--- src/rtl/ps2_pkg.sv ---
// rtl/ps2_pkg.sv - shared types and constants for the PS/2 receiver
// Purpose: receiver state encoding, frame geometry and err_flags bit positions.
// Ports: none (package).
package ps2_pkg;

    localparam int DATA_BITS  = 8;
    localparam int FRAME_BITS = 11;

    // err_flags bit positions: {overflow, frame_err, parity_err}
    localparam int ERR_PARITY = 0;
    localparam int ERR_FRAME  = 1;
    localparam int ERR_OVF    = 2;

    typedef enum logic [1:0] {
        ST_IDLE   = 2'd0,
        ST_DATA   = 2'd1,
        ST_PARITY = 2'd2,
        ST_STOP   = 2'd3
    } rx_state_e;

endpackage

--- src/rtl/ps2_fifo.sv ---
// rtl/ps2_fifo.sv - received-byte queue
// Purpose: power-of-two circular buffer; push is refused when full unless a pop
//          happens in the same cycle; pops on an empty queue are ignored.
// Ports: clk, reset (sync active-low), push_i/data_i (write), pop_i (read),
//        rd_data_o (oldest entry, 0 when empty), count_o, full_o, empty_o.
module ps2_fifo #(
    parameter int DEPTH = 16,
    parameter int W     = 8
) (
    input  logic                     clk,
    input  logic                     reset,
    input  logic                     push_i,
    input  logic [W-1:0]             data_i,
    input  logic                     pop_i,
    output logic [W-1:0]             rd_data_o,
    output logic [$clog2(DEPTH):0]   count_o,
    output logic                     full_o,
    output logic                     empty_o
);

    localparam int AW = $clog2(DEPTH);

    logic [W-1:0]  mem_q [DEPTH];
    logic [AW-1:0] wr_ptr_q, rd_ptr_q;
    logic [AW:0]   count_q;
    logic          do_push, do_pop;

    assign full_o  = (count_q == (AW + 1)'(DEPTH));
    assign empty_o = (count_q == '0);
    assign do_pop  = pop_i && !empty_o;
    assign do_push = push_i && (!full_o || do_pop);

    always_ff @(posedge clk) begin
        if (!reset) begin
            wr_ptr_q <= '0;
            rd_ptr_q <= '0;
            count_q  <= '0;
        end else begin
            if (do_push) wr_ptr_q <= wr_ptr_q + AW'(1);
            if (do_pop)  rd_ptr_q <= rd_ptr_q + AW'(1);
            count_q <= count_q + (AW + 1)'(do_push) - (AW + 1)'(do_pop);
        end
    end

    always_ff @(posedge clk) begin
        if (do_push) mem_q[wr_ptr_q] <= data_i;
    end

    assign rd_data_o = empty_o ? '0 : mem_q[rd_ptr_q];
    assign count_o   = count_q;

endmodule

--- src/rtl/ps2_filter.sv ---
// rtl/ps2_filter.sv - synchronizer, glitch filter and falling-edge detector for one PS/2 line
// Purpose: double-registers an asynchronous line, accepts a level change only after
//          FILTER_LEN consecutive identical synchronized samples, flags falling edges.
// Ports: clk, reset (sync active-low), line_i (async line),
//        level_o (filtered level), fall_o (one-cycle pulse on filtered 1->0).
module ps2_filter #(
    parameter int FILTER_LEN = 8
) (
    input  logic clk,
    input  logic reset,
    input  logic line_i,
    output logic level_o,
    output logic fall_o
);

    localparam int CW = $clog2(FILTER_LEN + 1);

    logic          sync1_q, sync2_q;
    logic          level_q, level_d;
    logic          fall_q, fall_d;
    logic [CW-1:0] cnt_q, cnt_d;

    // cnt_q counts consecutive samples that disagree with the accepted level;
    // any agreeing sample restarts the run.
    always_comb begin
        level_d = level_q;
        cnt_d   = '0;
        fall_d  = 1'b0;
        if (sync2_q != level_q) begin
            if (cnt_q == CW'(FILTER_LEN - 1)) begin
                level_d = sync2_q;
                fall_d  = ~sync2_q;
            end else begin
                cnt_d = cnt_q + CW'(1);
            end
        end
    end

    always_ff @(posedge clk) begin
        if (!reset) begin
            sync1_q <= 1'b1;
            sync2_q <= 1'b1;
            level_q <= 1'b1;
            fall_q  <= 1'b0;
            cnt_q   <= '0;
        end else begin
            sync1_q <= line_i;
            sync2_q <= sync1_q;
            level_q <= level_d;
            fall_q  <= fall_d;
            cnt_q   <= cnt_d;
        end
    end

    assign level_o = level_q;
    assign fall_o  = fall_q;

endmodule

--- src/rtl/ps2_rx_buffered.sv ---
// rtl/ps2_rx_buffered.sv - buffered PS/2 frame receiver
// Purpose: receives 11-bit PS/2 frames (start, 8 data LSB first, odd parity, stop),
//          queues good bytes, reports sticky overflow/frame/parity errors and
//          aborts stalled frames after TIMEOUT_CYCLES without a clock edge.
// Config macro: PS2_RX_PARITY_CHK_EN - defined: bad parity discards the byte and sets
//               err_flags[0]; undefined: parity bit is sampled but ignored.
// Ports: clk, reset (sync active-low), ps2c/ps2d (async PS/2 lines), rx_en (start enable),
//        rx_ready/rx_valid/rx_data (byte output handshake), rx_done_tick (good frame pulse),
//        fifo_count (occupancy), err_flags {overflow, frame_err, parity_err}, err_clr.
module ps2_rx_buffered
    import ps2_pkg::*;
#(
    parameter int FILTER_LEN     = 8,
    parameter int FIFO_DEPTH     = 16,
    parameter int TIMEOUT_CYCLES = 20000
) (
    input  logic                        clk,
    input  logic                        reset,
    input  logic                        ps2c,
    input  logic                        ps2d,
    input  logic                        rx_en,
    input  logic                        rx_ready,
    output logic                        rx_valid,
    output logic [7:0]                  rx_data,
    output logic                        rx_done_tick,
    output logic [$clog2(FIFO_DEPTH):0] fifo_count,
    output logic [2:0]                  err_flags,
    input  logic                        err_clr
);

    localparam int TW = $clog2(TIMEOUT_CYCLES + 1);

    logic c_level, c_fall, d_level, d_fall;
    logic unused_ok;

    ps2_filter #(.FILTER_LEN(FILTER_LEN)) u_filt_c (
        .clk(clk), .reset(reset), .line_i(ps2c), .level_o(c_level), .fall_o(c_fall)
    );
    ps2_filter #(.FILTER_LEN(FILTER_LEN)) u_filt_d (
        .clk(clk), .reset(reset), .line_i(ps2d), .level_o(d_level), .fall_o(d_fall)
    );

    rx_state_e           state_q, state_d;
    logic [2:0]          bit_cnt_q, bit_cnt_d;
    logic [7:0]          shift_q, shift_d;
    logic                par_q, par_d;
    logic [TW-1:0]       tmo_q, tmo_d;
    logic                done_q, good_d;
    logic [2:0]          err_q, err_d;
    logic                frame_err_set, par_err_set, ovf_set, parity_bad;
    logic                fifo_full, fifo_empty, pop;

    assign unused_ok = &{1'b0, c_level, d_fall, par_q};

`ifdef PS2_RX_PARITY_CHK_EN
    // Odd parity: data bits plus parity bit must hold an odd number of ones.
    assign parity_bad = ~(^shift_q ^ par_q);
`else
    assign parity_bad = 1'b0;
`endif

    always_comb begin
        state_d       = state_q;
        bit_cnt_d     = bit_cnt_q;
        shift_d       = shift_q;
        par_d         = par_q;
        tmo_d         = tmo_q;
        good_d        = 1'b0;
        frame_err_set = 1'b0;
        par_err_set   = 1'b0;

        // Stall watchdog only runs mid-frame and restarts on every clock edge.
        if (state_q == ST_IDLE || c_fall) begin
            tmo_d = '0;
        end else if (tmo_q == TW'(TIMEOUT_CYCLES - 1)) begin
            tmo_d         = '0;
            state_d       = ST_IDLE;
            frame_err_set = 1'b1;
        end else begin
            tmo_d = tmo_q + TW'(1);
        end

        if (c_fall) begin
            case (state_q)
                ST_IDLE: begin
                    if (!d_level && rx_en) begin
                        state_d   = ST_DATA;
                        bit_cnt_d = '0;
                    end
                end
                ST_DATA: begin
                    shift_d   = {d_level, shift_q[7:1]};
                    bit_cnt_d = bit_cnt_q + 3'd1;
                    if (bit_cnt_q == 3'(DATA_BITS - 1)) state_d = ST_PARITY;
                end
                ST_PARITY: begin
                    par_d   = d_level;
                    state_d = ST_STOP;
                end
                default: begin
                    state_d = ST_IDLE;
                    if (!d_level)        frame_err_set = 1'b1;
                    else if (parity_bad) par_err_set   = 1'b1;
                    else                 good_d        = 1'b1;
                end
            endcase
        end
    end

    assign pop     = rx_valid && rx_ready;
    // A pop in the same cycle frees the slot, so a full queue still accepts.
    assign ovf_set = good_d && fifo_full && !pop;

    // Error sets override a same-cycle clear.
    always_comb begin
        err_d = err_clr ? 3'b000 : err_q;
        if (ovf_set)       err_d[ERR_OVF]    = 1'b1;
        if (frame_err_set) err_d[ERR_FRAME]  = 1'b1;
        if (par_err_set)   err_d[ERR_PARITY] = 1'b1;
    end

    always_ff @(posedge clk) begin
        if (!reset) begin
            state_q   <= ST_IDLE;
            bit_cnt_q <= '0;
            shift_q   <= '0;
            par_q     <= 1'b0;
            tmo_q     <= '0;
            done_q    <= 1'b0;
            err_q     <= '0;
        end else begin
            state_q   <= state_d;
            bit_cnt_q <= bit_cnt_d;
            shift_q   <= shift_d;
            par_q     <= par_d;
            tmo_q     <= tmo_d;
            done_q    <= good_d;
            err_q     <= err_d;
        end
    end

    ps2_fifo #(.DEPTH(FIFO_DEPTH), .W(DATA_BITS)) u_fifo (
        .clk(clk), .reset(reset),
        .push_i(good_d), .data_i(shift_q), .pop_i(pop),
        .rd_data_o(rx_data), .count_o(fifo_count),
        .full_o(fifo_full), .empty_o(fifo_empty)
    );

    assign rx_valid     = !fifo_empty;
    assign rx_done_tick = done_q;
    assign err_flags    = err_q;

endmodule

--- config.mk ---
export PLATFORM = sky130hd
export DESIGN_NAME = ps2_rx_buffered
export DESIGN_NICKNAME = d
export VERILOG_FILES = /design/src/rtl/ps2_pkg.sv /design/src/rtl/ps2_fifo.sv /design/src/rtl/ps2_filter.sv /design/src/rtl/ps2_rx_buffered.sv
export SDC_FILE = /design/constraint.sdc
export NUM_CORES = 1
export LEC_CHECK = 0
export CORE_UTILIZATION = 50
export CTS_BUF_LIST = sky130_fd_sc_hd__clkbuf_8
export DETAILED_ROUTE_END_ITERATION = 6
export PLACE_DENSITY_LB_ADDON = 0.15
export SLEW_MARGIN = 10
export SYNTH_ARGS = -nofsm -noshare
export SYNTH_HDL_FRONTEND = slang
export SYNTH_SLANG_ARGS = --single-unit
--- constraint.sdc ---
create_clock -name clk -period 3 [get_ports clk]
set_input_delay 0.6 -clock clk [delete_from_list [all_inputs] [get_ports clk]]
set_output_delay 0.6 -clock clk [all_outputs]
set_load 0.02 [all_outputs]
* Yosys cells after proc, flatten, opt, wreduce, memory -nomap -nowiden
Memory sizes are Yosys's and may differ from the RTL's. A register that Yosys moved wholly into a read port is not among the register bits.
Cells that the tools add are included.
** Operators by class
- Add/sub/neg operators :: 8
- $mul :: 0
- Div/mod/pow operators :: 0
- Order comparisons :: 0
- Equality and inequality tests :: 10
- Shifts and indexed selects :: 0
- Mux-type cells :: 24
- Bitwise gates (word level) :: 4
- Reductions and logical operators :: 26
** Operator list (count)
- adder 4 x 1 -> 4 bit, second input constant :: 4
- adder 15 x 1 -> 15 bit, second input constant :: 1
- == test 15 bit, second input constant :: 1
- two-way mux 1 bit :: 12
- OR reduction 3 bit :: 4
- two-way mux 2 bit :: 5
- == test 4 x 3 -> 1 bit, second input constant :: 2
- two-way mux 4 bit :: 2
- two-way mux 8 bit :: 1
- logical AND 1 bit :: 6
- two-way mux 3 bit :: 2
- one-hot mux 2 bit (3 select lines) :: 1
- one-hot mux 3 bit (2 select lines) :: 1
- AND reduction 2 bit :: 3
- AND reduction 3 bit :: 2
- nonzero test 2 bit :: 3
- adder 5 x 1 -> 5 bit :: 1
- == test 5 bit, second input constant :: 1
- zero test 5 bit :: 1
- subtractor 5 x 1 -> 5 bit :: 1
- zero test 1 bit :: 4
- inverter 1 bit :: 4
- adder 3 x 1 -> 3 bit, second input constant :: 1
- == test 3 bit, second input constant :: 1
- other kinds (6) :: 8
** Word-level totals
- Flip-flop bits (word level) :: 59
- Latch bits :: 0
- Bits in writable memories :: 128
- Bits in read-only memories :: 0
- Bits of input ports :: 7
- Logic and storage cells :: 92
- Memories :: 1
** Memories
- u_fifo.mem_q :: words 16, bits a word 8, read ports 1, clocked after memory_dff 1, wr ports 1, RTL line ps2_fifo.sv:23 : logic [W-1:0] mem_q [DEPTH];

* Logic depth before layout (Yosys ltp)
Gate-level depths: netlist of the first run.
- Depth after elaboration :: 8
- Gate-level depth with buffers :: 13
- Mapped depth without buffers :: 11

* Modules after synthesis
A second synthesis of the first run with hierarchy kept.
** Unflattened totals
- Cell total of the unflattened synthesis :: 519
- Area total of the unflattened synthesis :: 7876.3 um2
** By module, submodules not included
- ps2_fifo :: times used 1, cells an instance 311, area an instance 5884.4 um2, sequential area each 4184.0 um2
- ps2_rx_buffered :: times used 1, cells an instance 156, area an instance 1443.9 um2, sequential area each 620.6 um2
- ps2_filter :: times used 2, cells an instance 26, area an instance 274.0 um2, sequential area each 160.2 um2

* Worst setup path after synthesis of the first run
No wires, ideal clock.
- Path kind :: reg2reg
- From :: reg u_fifo.count_q[3] (netlist: u_fifo.count_o[3])
- To :: reg u_fifo.count_q[4] (netlist: u_fifo.count_o[4])
- Library setup time :: 0.128 ns
- Arrival :: 2.744 ns
- Required time :: 2.872 ns
- Slack :: 0.129 ns
- Stages on the path, launching flop included :: 14
- Path buffers :: 2
- Clock period less this slack :: 2.871 ns
- Cell sequence :: dfxtp_1 inv_1 ha_1 or4b_1 clkbuf_1 clkbuf_1 nand3_1 o21ai_0 ha_1 fa_1 a21oi_1 o21bai_1 xnor2_1 nor2_1
** Between the ends
- Word-level cells in the longest chain between the ends :: 8
- Elaborated cells on any way between the ends :: 10
** Ends and longest elaborated chain
- start: declaration :: RTL line ps2_fifo.sv:25 : logic [AW:0] count_q;
- start signal: assignment :: RTL line ps2_fifo.sv:41 : count_q <= count_q + (AW + 1)'(do_push) - (AW + 1)'(do_pop);
- zero test 5 bit (*) :: RTL line ps2_fifo.sv:29 : assign empty_o = (count_q == '0);
- zero test 1 bit (*) :: RTL line ps2_rx_buffered.sv:149 : assign rx_valid = !fifo_empty;
- via rx_valid :: RTL line ps2_rx_buffered.sv:23 : output logic rx_valid,
- logical AND 1 bit :: RTL line ps2_rx_buffered.sv:110 : assign pop = rx_valid && rx_ready;
- logical AND 1 bit (*) :: RTL line ps2_fifo.sv:30 : assign do_pop = pop_i && !empty_o;
- logical OR 1 bit :: RTL line ps2_fifo.sv:31 : assign do_push = push_i && (!full_o || do_pop);
- logical AND 1 bit :: RTL line ps2_fifo.sv:31
- adder 5 x 1 -> 5 bit :: RTL line ps2_fifo.sv:41
- subtractor 5 x 1 -> 5 bit (*) :: RTL line ps2_fifo.sv:41
Mark *: on every way through the listed nets, which the timed path passes. The rest lies on a longest branch.
A chain may end at the register's enable or synchronous reset.

==> results by stage, run 1 <==
GRT:
- The maximum number of pins on one net before global-route repair is 25.
- The all-layer global routing usage is 0.192.
- The initial antenna violation count is 0.
- The via count of the first global-routing pass is 4200.
- The first global-routing pass estimated 22.1 mm of wire.
- Global routing finished with a remaining overflow of 0.

Timing:
- For the pin with the worst max-slew slack, the measured transition is about 0.69 ns.
- The worst clock skew is 0.0119 ns.
- The maximum achievable frequency is 0.349 GHz.
- Setup violations remaining at the end of the flow were counted as 0.
- The final count of pins violating max slew came to 0.
- In this run the tightest slew margin relative to its limit is 0.538.
- Of the available clock period, the critical path in the final layout requires 0.954.
- Setup repair after global routing could not meet its margin everywhere.
- Hold is met by 0.420 ns.
- Adding up every negative setup slack in the final design gives 0 ns.
- The total count of hold-check failures in the final report is 0.
- The clock period could shrink to 2.86 ns.

Final layout:
- The cell area after layout is 0.00871 mm2.
- The final antenna diode count is 0.
- The net count of the finished layout is 586.
- The area growth from synthesis to layout is 12.9%.
- After filler insertion, the fill cell instance count of the layout stands at 1170.
- The fraction of layout cells with a size suffix above 1 is 0.163.
- Excluding fillers, the count of instances in the completed layout stands at 764.

Detailed routing:
- The first detailed-routing pass took 4 iterations.
- After the first detailed-routing iteration, the DRC count stood at 325.
- The final wirelength is roughly 14 mm.
- The count of nets left with antenna violations after detail routing is 0.
- In the final routed layout, each cell accounts on average for around 19 um.
- In the routed layout, each cell is associated on average with a via count of 5.55.
- Summing over every cut layer, the via total after detailed routing is about 4200.
- The number of design rule violations left after detail routing is 0.

Setup path:
- On the critical path the largest part of the delay comes from multiplexers.
- The arrival time of the worst setup path is 2.26 ns.
- The start-to-end type of the worst setup path is reg -> out.
- The top fanout value on the critical path is 10.
- The critical path buffer and inverter count is 2.
- The slowest cell on the critical path is sky130_fd_sc_hd__mux4_1.
- The critical path goes through buf_16 > mux4_1 > mux2_2 > o21ai_1 > a21oi_1 > buf_4.
- The worst path required time is 2.40 ns.
- The worst setup path is captured at an output port.
- STA classifies the critical path startpoint as a flip-flop.
- The delay of the slowest critical-path stage is 0.54 ns.

Clock network:
- The maximum buffer depth of the clock tree is 2.
- The count of buffers added by post-CTS timing repair for setup is 0.
- Counting the buffers created by CTS gives 17.
- The H-tree was split into 4 levels.
- The TritonCTS clock tree is yes.
- The clock reaches the later pin of the worst-skew pair after 0.46 ns.
- The clock drives 191 sinks.
- The root buffer cell is sky130_fd_sc_hd__clkbuf_8.
- Clock-pin slew was measured on the worst setup and hold paths at 0.10 ns.

Place:
- The number of placed instances, taps included, is 731.
- In this run the cell area measured after placement is 0.00824 mm2.
- The routability congestion estimate is about 0.74.
- The detailed-placement wirelength estimate is 8.78 mm.
- The count of input and output buffers is 23.

Yosys:
- By area the synthesized netlist is led by sky130_fd_sc_hd__edfxtp_1, sky130_fd_sc_hd__dfxtp_1, sky130_fd_sc_hd__mux4_2, sky130_fd_sc_hd__mux4_1, sky130_fd_sc_hd__nor2_1.
- The number of nets produced by synthesis is 546.
- The synthesized area divided by synthesized cell count is 14.7 um2.
- The post-synthesis cell type with the largest combined area is sky130_fd_sc_hd__edfxtp_1.
- After technology mapping, the gate count stands at 523.
- The most common flop cell mapped by yosys is sky130_fd_sc_hd__edfxtp_1.
- The number of library cell types mapped by synthesis is 46.
- The synthesized netlist occupies a cell area of 0.00771 mm2.
- The post-synthesis async set-or-reset flop share is 0.
- The area fraction of the dominant cell type after synthesis is 0.498.
- The Yosys step of the flow raised 0 warnings.
- Of the synthesized area, sequential elements account for 0.662.
- In this run, synthesis produced a sequential element count of 191.
- Counting flops with a built-in enable in the synthesized netlist gives ~130.

Floorplanning:
- From left edge to right edge, the die measures 126 um.
- The floorplan die area is 0.0159 mm2.
- 25 I/O pins were placed.
- The row count is 45.
- The starting density of the core is 0.509.
- The chip height is 126 um.
- The area of the core is 0.0151 mm2.

Run status:
- The run finished with clean final reports.

Power and ir drop:
- Dividing total power by cell area gives a power density of just under 700 mW/mm2.
- The analysis attributes to cell leakage a power of 0.00294 uW.
- Across the VDD grid, the largest voltage drop is 417 uV.

Run:
- Max-cap violations in this run came to 0.

Hold path:
- The type of the worst min-delay path is reg -> reg.
==> where the power goes <==
group | leakage (uW) | switching, uW | internal (uW) | total (uW)
logic | 0.00102 | 588 | 567 | 1160
registers | 0.00170 | 54.9 | 2820 | 2880
clock network | 0.000231 | 892 | 1010 | 1910
==> stage by stage <==
| step | worst slack (ns) | util | total power, uW |
|---|---|---|---|
| 2_1_floorplan | 0.129 | - | 3750 |
| 3_3_place_gp | 0.224 | 0.544 | 4110 |
| 3_5_place_dp | 0.183 | 0.544 | 4120 |
| 4_1_cts | 0.0117 | 0.576 | 6020 |
| 5_1_grt | -0.0000491 | 0.575 | 6190 |
| 6_report | 0.138 | 0.575 | 5940 |
==> synthesized netlist by cell type (4+ instances only) <==
cell type / number
sky130_fd_sc_hd__ha_1: 15
sky130_fd_sc_hd__nor3_1: 9
sky130_fd_sc_hd__mux4_2: 19
sky130_fd_sc_hd__nor2_1: 53
sky130_fd_sc_hd__dfxtp_1: 63
sky130_fd_sc_hd__nand3b_1: 6
sky130_fd_sc_hd__xor2_1: 17
sky130_fd_sc_hd__nand2b_1: 7
sky130_fd_sc_hd__nand4_1: 9
sky130_fd_sc_hd__and3_1: 4
sky130_fd_sc_hd__nand2_1: 35
sky130_fd_sc_hd__inv_1: 15
sky130_fd_sc_hd__mux4_1: 13
sky130_fd_sc_hd__o21ai_1: 5
sky130_fd_sc_hd__mux2i_1: 12
sky130_fd_sc_hd__a21oi_1: 25
sky130_fd_sc_hd__xnor2_1: 11
sky130_fd_sc_hd__buf_2: 7
sky130_fd_sc_hd__edfxtp_1: 128
sky130_fd_sc_hd__clkbuf_1: 12
sky130_fd_sc_hd__o21ai_0: 6
sky130_fd_sc_hd__nand3_1: 15
sky130_fd_sc_hd__mux2_2: 8
==> cells in the final DEF, fill, tap and decap left out, types with 2 or more instances in the layout <==
cell / count
sky130_fd_sc_hd__edfxtp_1: 128
sky130_fd_sc_hd__dfxtp_1: 62
sky130_fd_sc_hd__nor2_1: 53
sky130_fd_sc_hd__nand2_1: 35
sky130_fd_sc_hd__a21oi_1: 24
sky130_fd_sc_hd__buf_4: 21
sky130_fd_sc_hd__mux4_2: 19
sky130_fd_sc_hd__clkbuf_8: 18
sky130_fd_sc_hd__xor2_1: 17
sky130_fd_sc_hd__inv_1: 16
sky130_fd_sc_hd__nand3_1: 15
sky130_fd_sc_hd__ha_1: 15
sky130_fd_sc_hd__clkdlybuf4s50_1: 14
sky130_fd_sc_hd__mux4_1: 13
sky130_fd_sc_hd__mux2i_1: 12
sky130_fd_sc_hd__xnor2_1: 11
sky130_fd_sc_hd__nand4_1: 9
sky130_fd_sc_hd__nor3_1: 9
sky130_fd_sc_hd__mux2_2: 8
sky130_fd_sc_hd__nand2b_1: 7
sky130_fd_sc_hd__o21ai_0: 6
sky130_fd_sc_hd__nand3b_1: 6
sky130_fd_sc_hd__buf_2: 6
sky130_fd_sc_hd__bufinv_16: 5
sky130_fd_sc_hd__o21ai_1: 4
sky130_fd_sc_hd__and3_1: 4
sky130_fd_sc_hd__and4_1: 3
sky130_fd_sc_hd__buf_12: 3
sky130_fd_sc_hd__nor4_1: 2
sky130_fd_sc_hd__and2_1: 2
sky130_fd_sc_hd__clkinv_4: 2
sky130_fd_sc_hd__clkinvlp_4: 2
sky130_fd_sc_hd__inv_4: 2
==> worst paths after layout <==
path                                         from           endpoint  slack (ns)  depth (start not counted)
worst max-delay path                    flip-flop         rx_data[3]        0.14                          6
worst min-delay path             u_filt_d.sync1_q   u_filt_d.sync2_q        0.42                          1
worst max register to register  u_fifo.count_o[2]  u_fifo.count_o[4]        0.22                         12
worst min register to register   u_filt_d.sync1_q   u_filt_d.sync2_q        0.42                          1
==> layout make-up <==
type                    count  area, um2  share of cell area
clock buffers              18        248              0.0284
clock inverters            14        213              0.0244
inverters                  15       56.3             0.00647
multi-input cells         291       2410               0.277
flip-flops and latches    191       5110               0.587
well taps                 188        235              0.0270
repair buffers             47        439              0.0504
==> worst register-to-register path, cell delays in order, from the launching register on <==
cell	delay [ns]
sky130_fd_sc_hd__dfxtp_1	0.34
sky130_fd_sc_hd__inv_1	0.08
sky130_fd_sc_hd__ha_1	0.19
sky130_fd_sc_hd__or4b_1	0.45
sky130_fd_sc_hd__buf_4	0.22
sky130_fd_sc_hd__nand3_1	0.16
sky130_fd_sc_hd__o21ai_0	0.11
sky130_fd_sc_hd__ha_1	0.24
sky130_fd_sc_hd__fa_1	0.42
sky130_fd_sc_hd__a21oi_1	0.15
sky130_fd_sc_hd__o21bai_1	0.09
sky130_fd_sc_hd__xnor2_1	0.15
sky130_fd_sc_hd__nor2_1	0.05
==> kinds of logic (layout without fill, tap and decap cells) <==
family                     count (synthesis)  after routing  synth area share
xor gates and xnor gates                  28             28            0.0318
muxes                                     52             52             0.127
buffers and inverters                     41             94            0.0268
AOI/OAI and AO/OA                         45             45            0.0337
and+or+nand+nor                          149            149            0.0913
other                                      1              1          0.000486
DFF                                      191            191             0.662
adders and majority gates                 16             16            0.0269
==> per-layer routing <==
layer | track usage | vias to the layer above | routed length (um)
met3 | 0.0408 | 15 | 411
met1 | 0.249 | 2133 | 6570
met4 | 0.0808 | 0 | 170
met5 | 0 | - | 0
met2 | 0.314 | 72 | 7000
li1 | - | 2018 | -
==> state kept, by name, summed over array words and instances (netlist names), named ones only <==
signal,flops
u_filt_d.cnt_q,4
u_fifo.wr_ptr_q,4
u_filt_d.sync1_q,1
err_flags,2
u_fifo.count_o,5
shift_q,8
tmo_q,15
u_filt_c.fall_o,1
u_filt_c.sync2_q,1
rx_done_tick,1
u_fifo.rd_ptr_q,4
state_q,2
bit_cnt_q,3
u_filt_c.sync1_q,1
u_filt_c.level_o,1
u_fifo.mem_q,128
u_filt_c.cnt_q,4
u_filt_d.level_o,1
u_filt_d.sync2_q,1
==> repair_timing <==
| item | CTS | global route |
|---|---|---|
| endpoints found under the setup margin | 8 | 7 |
| cloned | 1 | 0 |
| hold buffers | 0 | 0 |
| resized for setup | 32 | 9 |
(Power assumes the default switching activity.)
==> run 2, diff against run 1 <==
--- a/config.mk
+++ b/config.mk
@@ -8,8 +8,10 @@
 export CORE_UTILIZATION = 50
 export CTS_BUF_LIST = sky130_fd_sc_hd__clkbuf_8
 export DETAILED_ROUTE_END_ITERATION = 6
+export HOLD_SLACK_MARGIN = 0.06
 export PLACE_DENSITY_LB_ADDON = 0.15
 export SLEW_MARGIN = 10
 export SYNTH_ARGS = -nofsm -noshare
 export SYNTH_HDL_FRONTEND = slang
+export SYNTH_HIERARCHICAL = 1
 export SYNTH_SLANG_ARGS = --single-unit
==> run 2 against run 1 <==
Against the previous run: sequential share of layout area is 1.8 points lower; via count up 1.2%; combinational power is 11% higher; worst setup slack worse by 0.098 ns; cell count rose by 4.7%; sequential power barely moved; largest cell class unchanged; critical endpoint is now u_fifo/count_o[4]; non-clock buffer count grew 18; hold slack lost 0.0075 ns; wire length down 1.2%; power down 1.1%; maximum frequency down 3.3%.
==> results by stage, run 2 <==
Power and ir drop:
- The cell area power density is 653 mW/mm2 (-4.3%).
- The part of the power in registers is 0.489 (+0.005).
- The total leakage power is 0.00311 uW (+5.6%).
- The proportion of power drawn by the clock network is 0.292 (-0.029).
- The internal power contribution is 4360 uW (-0.88%).
- The combinational fraction of design power is 0.220 (+0.025).
- The largest vdd supply drop was 515 uV (+24%).
- The power dissipated by switching net loads is 1510 uW (-1.9%).
- The switching part of the total power is 0.257 (-0.00195).

Setup path:
- The launching element type of the critical path is a flip-flop.
- The critical register-to-register path endpoint is u_fifo/count_o[4].
- The top fanout value on the critical path was 3 (-7).
- The worst register-to-register path begins at u_fifo/count_o[2].
- The nature of the critical path endpoint is a flip-flop.
- The critical path in this run is classified as reg -> reg.
- The setup slack on the worst flop-to-flop path is 0.04 ns (-0.18 ns).
- The number of cells on the worst reg-to-reg path was 15 (+3).
- The arrival time of the worst setup path is 3.31 ns (+1.05 ns).
- The worst path required time is 3.35 ns (+0.95 ns).

Final layout:
- The fraction of layout cells with a size suffix above 1 was 0.231 (+0.0677).
- The largest registers in the layout are u_fifo/mem_q x128, tmo_q x15, shift_q x8.
- The register area is 0.00512 mm2 (+0.15%).
- From synthesis to final layout, the design area changed by 14.6%.
- The flip-flop count of the largest register, all copies and words added is 128 (unchanged).
- The most common library cell in the layout ignoring fill and taps is sky130_fd_sc_hd__edfxtp_1.
- The layout filler cell count is 1197 (+2.3%).
- Counting flops per register, the top entry is u_fifo/mem_q.
- The final antenna diode count is 0 (unchanged).
- Leaving out fill and tap cells, the most frequent cells in the layout are sky130_fd_sc_hd__edfxtp_1, sky130_fd_sc_hd__dfxtp_1, sky130_fd_sc_hd__buf_4.
- The area occupied by multi-input gates was 0.00255 mm2 (+5.8%).
- The number of nets in the layout is 600 (+2.4%).
- The cell area after layout came to 0.00899 mm2 (+3.3%).

Clock network:
- The maximum buffer depth of the clock tree came to 2 (unchanged).
- The count of H-tree levels built during CTS is 4 (unchanged).
- The number of clock buffers inserted by TritonCTS came to 17 (unchanged).
- Clock tree synthesis selected as its root buffer the cell sky130_fd_sc_hd__clkbuf_8.
- The clock sink total is 191 (unchanged).
- The clock slew at the register clock pins of the worst setup and hold paths came to 0.09 ns (about the same).
- The clock latency of the later-clocked register in the worst-skew pair is 0.46 ns (about the same).
- TritonCTS built the clock tree.

Timing:
- The final number of setup-violating endpoints is 0 (unchanged).
- The total count of hold-check failures in the final report is 0 (unchanged).
- The actual slew at the worst max-slew pin was 0.709 ns (+0.0174 ns).
- The final worst slack is 0.0395 ns (-0.0985 ns).
- Setup repair after global routing could not meet its margin everywhere.
- The share of the clock period used by the worst path was 0.987 (+0.0328).
- The shortest clock period the worst path allows after layout is 2.96 ns (+0.0985 ns).
- The final count of pins violating max slew is 0 (unchanged).
- The worst clock skew is 0.0100 ns (-0.00185 ns).
- The maximum achievable frequency is 0.338 GHz (-3.3%).
- The worst slew slack as a fraction of its limit is 0.527 (-0.0116).

Detailed routing:
- The first-pass iteration count of the detailed router came to 6 (+2).
- The DRC violation total after the first TritonRoute iteration is 262 (-19%).
- The count of nets left with antenna violations after detail routing was 0 (unchanged).
- The routed wire length per instance is 17.5 um (-5.7%).
- The detailed-route via count was 4290 (+1.2%).
- The number of design rule violations left after detail routing is 0 (unchanged).
- The final wirelength is 14.0 mm (-1.2%).
- The average via count per standard cell is 5.36 (-3.3%).

Yosys:
- The post-synthesis cell area was 0.00785 mm2 (+1.8%).
- The number of nets produced by synthesis is 540 (-1.1%).
- The count of warnings emitted by yosys is 6 (+6).
- The instance count of the mapped netlist is 516 (-1.3%).
- The synthesized area divided by synthesized cell count is 15.2 um2 (+3.1%).

Floorplanning:
- The floorplan die width is 127 um (+0.86%).
- The starting density of the core is 0.514 (+0.00510).
- The area of the core is 0.0153 mm2 (+0.74%).
- The floorplan die area is 0.0162 mm2 (+1.7%).
- The I/O pin count came to 25 (unchanged).
- The row count is 45 (unchanged).
- The chip height is 127 um (+0.86%).

GRT:
- The total congestion overflow after global routing was 0 (unchanged).
- The via count of the first global-routing pass is 4372 (+4.1%).
- The all-layer global routing usage came to 0.188 (-0.00378).
- The initial antenna violation count is 0 (unchanged).
- The first-pass GRT wire length is 22.4 mm (+1.2%).
- The maximum number of pins on one net before global-route repair is 45 (+80%).

Run:
- The number of maximum-capacitance constraint violations is 0 (unchanged).

Place:
- The count of input and output buffers was 23 (unchanged).
- The setup slack after placement is -0.0370 ns (-0.220 ns).
- The detailed-placement wirelength estimate came to 8.90 mm (+1.4%).
- The total cell area at the placement stage is 0.00852 mm2 (+3.4%).
- The routability congestion estimate came to 0.764 (+3.5%).

Hold path:
- The end point of the worst hold path is u_filt_c/sync2_q.
- The type of the worst min-delay path is reg -> reg.
- The number of cells on the worst hold path was 1 (unchanged).
- The startpoint identified for the worst hold timing path is u_filt_c/sync1_q.

Run status:
- The flow ran to the end, and the final reports show no timing, DRC or antenna violations.
[run 2: cell types whose count changed in the layout (fill, tap and decap cells not counted), moves of 5 or more]
| cell | delta |
|---|---|
| sky130_fd_sc_hd__a21oi_1 | -14 |
| sky130_fd_sc_hd__buf_4 | +16 |
| sky130_fd_sc_hd__nor2_1 | -20 |
| sky130_fd_sc_hd__a21boi_0 | +12 |
| sky130_fd_sc_hd__xnor2_1 | -5 |
| sky130_fd_sc_hd__nand2_1 | -5 |
| sky130_fd_sc_hd__nor2_2 | +6 |
| sky130_fd_sc_hd__and2_1 | +10 |
| sky130_fd_sc_hd__nor2b_1 | +5 |
[run 2: worst max-delay path, stage by stage (launching register included)]
cell and delay [ns]:
sky130_fd_sc_hd__dfxtp_4 0.36, sky130_fd_sc_hd__inv_4 0.06, sky130_fd_sc_hd__ha_4 0.12, sky130_fd_sc_hd__or4b_4 0.49
sky130_fd_sc_hd__inv_4 0.09, sky130_fd_sc_hd__nor2b_4 0.04, sky130_fd_sc_hd__buf_6 0.11, sky130_fd_sc_hd__and2_4 0.14
sky130_fd_sc_hd__ha_4 0.25, sky130_fd_sc_hd__inv_2 0.04, sky130_fd_sc_hd__ha_4 0.15, sky130_fd_sc_hd__fa_2 0.37
sky130_fd_sc_hd__a21oi_2 0.12, sky130_fd_sc_hd__nor2_1 0.06, sky130_fd_sc_hd__or3_1 0.32, sky130_fd_sc_hd__and3_1 0.14
[run 2: routing by layer]
layer | routed length, um | up-vias | GRT usage | part of all wire
li1 | - | 2036 | - | -
met1 | 6270 | 2156 | 0.243 | 0.45
met2 | 7000 | 75 | 0.311 | 0.50
met3 | 426 | 23 | 0.0398 | 0.030
met4 | 278 | 0 | 0.0763 | 0.020
met5 | 0 | - | 0 | 0
[run 2: power by group through the flow]
| stage | sequential (uW) | clock, uW | combinational [uW] |
|---|---|---|---|
| final | 2870 | 1710 | 1290 |
| after floorplan | 2940 | 0 | 819 |
| after global routing | 2880 | 1860 | 1400 |
| after detailed placement | 2920 | 0 | 1230 |
| after global placement | 2920 | 0 | 1220 |
| after CTS | 2870 | 1760 | 1250 |
[run 2: how the worst max path moves through the flow]
stage / from / endpoint / slack (ns)
after floorplan: u_fifo/count_o[3] / u_fifo/count_o[4] / -0.13
after global placement: rx_ready / u_fifo/count_o[4] / -0.02
after detailed placement: rx_ready / u_fifo/count_o[4] / -0.04
after CTS: flip-flop / rx_data[4] / 0.001
after global routing: u_fifo/count_o[2] / u_fifo/count_o[4] / -0.07
final: u_fifo/count_o[2] / u_fifo/count_o[4] / 0.04
[run 2: per-stage QoR]
step	util	total power (uW)	instances	hold WS (ns)	setup TNS, ns
after floorplan	-	3760	516	0.386	-0.126
after CTS	0.587	5870	796	0.413	0
after global routing	0.589	6130	800	0.441	-0.0732
after global placement	0.558	4140	762	0.390	-0.0206
after detailed placement	0.558	4150	762	0.392	-0.0370
final	0.589	5870	800	0.412	0
[run 2: final cells by class]
cell class | count | share of cell area
clock buffers | 19 | 0.0291
clock inverters | 13 | 0.0163
inverters | 16 | 0.00751
multi-input cells | 285 | 0.283
flip-flops and latches | 191 | 0.569
well taps | 211 | 0.0294
repair buffers | 65 | 0.0654
[run 2: repair_timing]
action                                 in CTS  in global routing
setup endpoints to repair                   9                  8
endpoints found under the hold margin       0                  0
setup buffers                               1                  4
gates cloned                                1                  0
hold buffers                                0                  0
pin swaps                                   1                  3
resized for setup                          34                 14
==> run 3, diff against run 2 <==
--- a/config.mk
+++ b/config.mk
@@ -5,6 +5,7 @@
 export SDC_FILE = /design/constraint.sdc
 export NUM_CORES = 1
 export LEC_CHECK = 0
+export CORE_ASPECT_RATIO = 2
 export CORE_UTILIZATION = 50
 export CTS_BUF_LIST = sky130_fd_sc_hd__clkbuf_8
 export DETAILED_ROUTE_END_ITERATION = 6
==> constraint.sdc (replaced) <==
create_clock -name clk -period 2.75 [get_ports clk]
set_input_delay 0.55 -clock clk [delete_from_list [all_inputs] [get_ports clk]]
set_output_delay 0.55 -clock clk [all_outputs]
set_load 0.02 [all_outputs]
==> run 3 against run 2 <==
Against the previous run: the flow now finishes with violations (negative setup slack); non-clock buffer count rose by 11; largest power group unchanged; final area increased by 0.36%; combinational power increased by 16%; maximum frequency up 2.1%; via count hardly changed; clock-buffer cell count is 2 lower; highest routed layer unchanged; critical path depth is 1 lower; clock power up 11%; first-iteration DRC count is 6.5% lower; critical path type unchanged.
==> results by stage, run 3 (synthesis gave the netlist of run 2 again) <==
Clock network:
- The clock latency of the later-clocked register in the worst-skew pair is 0.47 ns (about the same).
- The number of clock buffers inserted by TritonCTS is 17 (unchanged).
- TritonCTS built the clock tree.
- The post-cts hold buffer count came to 0 (unchanged).
- The count of H-tree levels built during CTS came to 4 (unchanged).
- The maximum buffer depth of the clock tree is 2 (unchanged).
- The tree is rooted in a sky130_fd_sc_hd__clkbuf_8.
- The clock sink total is 191 (unchanged).
- The clock slew at the register clock pins of the worst setup and hold paths came to 0.09 ns (about the same).

Final layout:
- The library cells used most frequently in the layout, excluding fill and tap cells, are sky130_fd_sc_hd__edfxtp_1, sky130_fd_sc_hd__dfxtp_1, sky130_fd_sc_hd__buf_4.
- The post-route non-filler standard cell count is 798 (-0.25%).
- Counting flops per register, the top entry is u_fifo/mem_q.
- The flip-flop count of the largest register, all copies and words added is 128 (unchanged).
- The library cell used most frequently in the layout, excluding fill and tap cells, is sky130_fd_sc_hd__edfxtp_1.
- The number of nets in the layout came to 611 (+1.8%).
- The largest registers in the layout are u_fifo/mem_q x128, tmo_q x15, shift_q x8.
- The layout filler cell count is 1192 (-0.42%).
- The final antenna diode count is 0 (unchanged).
- From synthesis to final layout, the design area changed by 15.0%.
- The fraction of layout cells with a size suffix above 1 is 0.260 (+0.0291).

Timing:
- The final worst slack was -0.148 ns (-0.188 ns).
- The share of the clock period used by the worst path came to 1.05 (+0.0671).
- Setup repair after global routing could not meet its margin everywhere.
- The worst slew slack as a fraction of its limit is 0.430 (-0.0970).
- The total count of hold-check failures in the final report is 0 (unchanged).
- The final number of setup-violating endpoints was 9 (+9).
- The worst clock skew is 0.0145 ns (+0.00447 ns).
- The actual slew at the worst max-slew pin came to 0.852 ns (+0.143 ns).
- The setup TNS is -0.721 ns (-0.721 ns).
- The maximum achievable frequency is 0.345 GHz (+2.1%).
- The final count of pins violating max slew is 0 (unchanged).
- The shortest clock period the worst path allows after layout is 2.90 ns (-0.0621 ns).

GRT:
- The total congestion overflow after global routing is 0 (unchanged).
- The via count of the first global-routing pass is 4508 (+3.1%).
- The initial antenna violation count came to 0 (unchanged).
- The all-layer global routing usage came to 0.205 (+0.0169).
- The first-pass GRT wire length was 24.3 mm (+8.4%).
- The maximum number of pins on one net before global-route repair came to 35 (-22%).

Setup path:
- The worst register-to-register path ends at u_fifo/count_o[4].
- Walking the worst path, the cells encountered are inv_4 > ha_4 > or4b_4 > inv_4 > nor2b_4 > and2_4 > ha_4 > inv_2 > ha_4 > fa_2 > a21oi_2 > nor2_1 > or3_1 > and3_1.
- The launching element type of the critical path is a flip-flop.
- The cell depth of the worst setup path came to 14 (-1).
- The most critical setup path has its startpoint at u_fifo/count_o[3].
- The arrival time of the worst setup path was 3.26 ns (-0.05 ns).
- The worst setup path is of the reg -> reg kind.
- The critical path buffer and inverter count is 3 (-1).
- STA classifies the critical path endpoint as a flip-flop.
- The destination of the critical timing path is u_fifo/count_o[4].
- The top cell family by delay on the critical path is simple AND/OR/NAND/NOR gates.
- The number of cells on the worst reg-to-reg path was 14 (-1).
- The top fanout value on the critical path was 4 (+1).
- The setup slack on the worst flop-to-flop path was -0.15 ns (-0.19 ns).
- The delay of the slowest critical-path stage is 0.49 ns (about the same).
- By instance count, the cell type seen most on the critical path is sky130_fd_sc_hd__ha_4.
- The launching point of the worst reg2reg path is u_fifo/count_o[3].
- The slowest cell on the critical path is sky130_fd_sc_hd__or4b_4.
- The worst path required time is 3.11 ns (-0.24 ns).

Run:
- The number of maximum-capacitance constraint violations is 0 (unchanged).

Floorplanning:
- The starting density of the core is 0.513 (-0.00122).
- The area of the core is 0.0153 mm2 (+0.24%).
- The floorplan die area is 0.0162 mm2 (+0.18%).
- The row count is 64 (+42%).
- The I/O pin count is 25 (unchanged).
- The chip height was 179 um (+41%).
- The floorplan die width is 90.6 um (-29%).

Place:
- The detailed-placement wirelength estimate came to 10.5 mm (+18%).
- The count of input and output buffers is 23 (unchanged).
- The count of placed standard cells including taps is 756 (-0.79%).
- The routability congestion estimate is 0.790 (+3.4%).

Run status:
- The checks that failed: negative setup slack.
- The run finished, with violations left.

Power and ir drop:
- The power consumption was 6510 uW (+11%).
- The total leakage power is 0.00313 uW (+0.70%).
- The largest vdd supply drop is 588 uV (+14%).
- The cell area power density is 722 mW/mm2 (+11%).

Detailed routing:
- The detailed-route via count is 4293 (+0.070%).
- The DRC violation total after the first TritonRoute iteration was 245 (-6.5%).
- The average via count per standard cell is 5.38 (+0.32%).
- The number of design rule violations left after detail routing is 0 (unchanged).
- The routed wire length per instance is 18.9 um (+8.3%).
- The first-pass iteration count of the detailed router is 4 (-2).
- The final wirelength is 15.1 mm (+8.0%).
- The count of nets left with antenna violations after detail routing was 0 (unchanged).

Hold path:
- The type of the worst min-delay path is reg -> reg.
==> run 3: repair_timing <==
item                                    in CTS  in global routing
pin swaps                                    3                  0
resized for setup                           53                  1
endpoints found under the setup margin      10                  9
cloned                                       1                  0
setup buffers                                3                  6
==> run 3: worst min-delay path by stage <==
stage / slack [ns] / from / endpoint / depth (start not counted)
5_1_grt: 0.45 / u_filt_c/sync1_q / u_filt_c/sync2_q / 1
2_1_floorplan: 0.39 / u_filt_c/sync1_q / u_filt_c/sync2_q / 1
3_5_place_dp: 0.41 / u_filt_d/sync1_q / u_filt_d/sync2_q / 1
4_1_cts: 0.44 / u_filt_d/sync1_q / u_filt_d/sync2_q / 1
6_report: 0.43 / u_filt_d/sync1_q / u_filt_d/sync2_q / 1
3_3_place_gp: 0.40 / u_filt_c/sync1_q / u_filt_c/sync2_q / 1
==> run 3: area by class of cell <==
| type | instances | area (um2) | share of cell area |
|---|---|---|---|
| clock inverter | 15 | 181 | 0.0201 |
| timing repair buffer | 76 | 659 | 0.0731 |
| multi-input combinational | 285 | 2520 | 0.279 |
| tap | 198 | 248 | 0.0275 |
| sequential | 191 | 5120 | 0.567 |
| inverter | 16 | 67.6 | 0.00749 |
| clock buffer | 17 | 234 | 0.0259 |
==> run 3: layer usage <==
| layer | global-route usage | wire [um] |
|---|---|---|
| met1 | 0.201 | 5400 |
| met2 | 0.406 | 8950 |
| met3 | 0.0437 | 389 |
| met4 | 0.0820 | 354 |
| met5 | 0 | 0 |
==> run 3: per-stage QoR <==
stage / area (um2) / setup slack [ns] / util / hold slack, ns
floorplan: 7930 / -0.358 / - / 0.386
global placement: 8580 / -0.221 / 0.561 / 0.400
CTS: 8980 / -0.137 / 0.587 / 0.436
global route: 9020 / -0.236 / 0.590 / 0.450
detailed placement: 8580 / -0.257 / 0.561 / 0.408
finish: 9020 / -0.148 / 0.590 / 0.429
==> run 3: report_power, final <==
part	internal, uW	switching, uW
logic	784	709
registers	3080	45.0
clock network	910	983
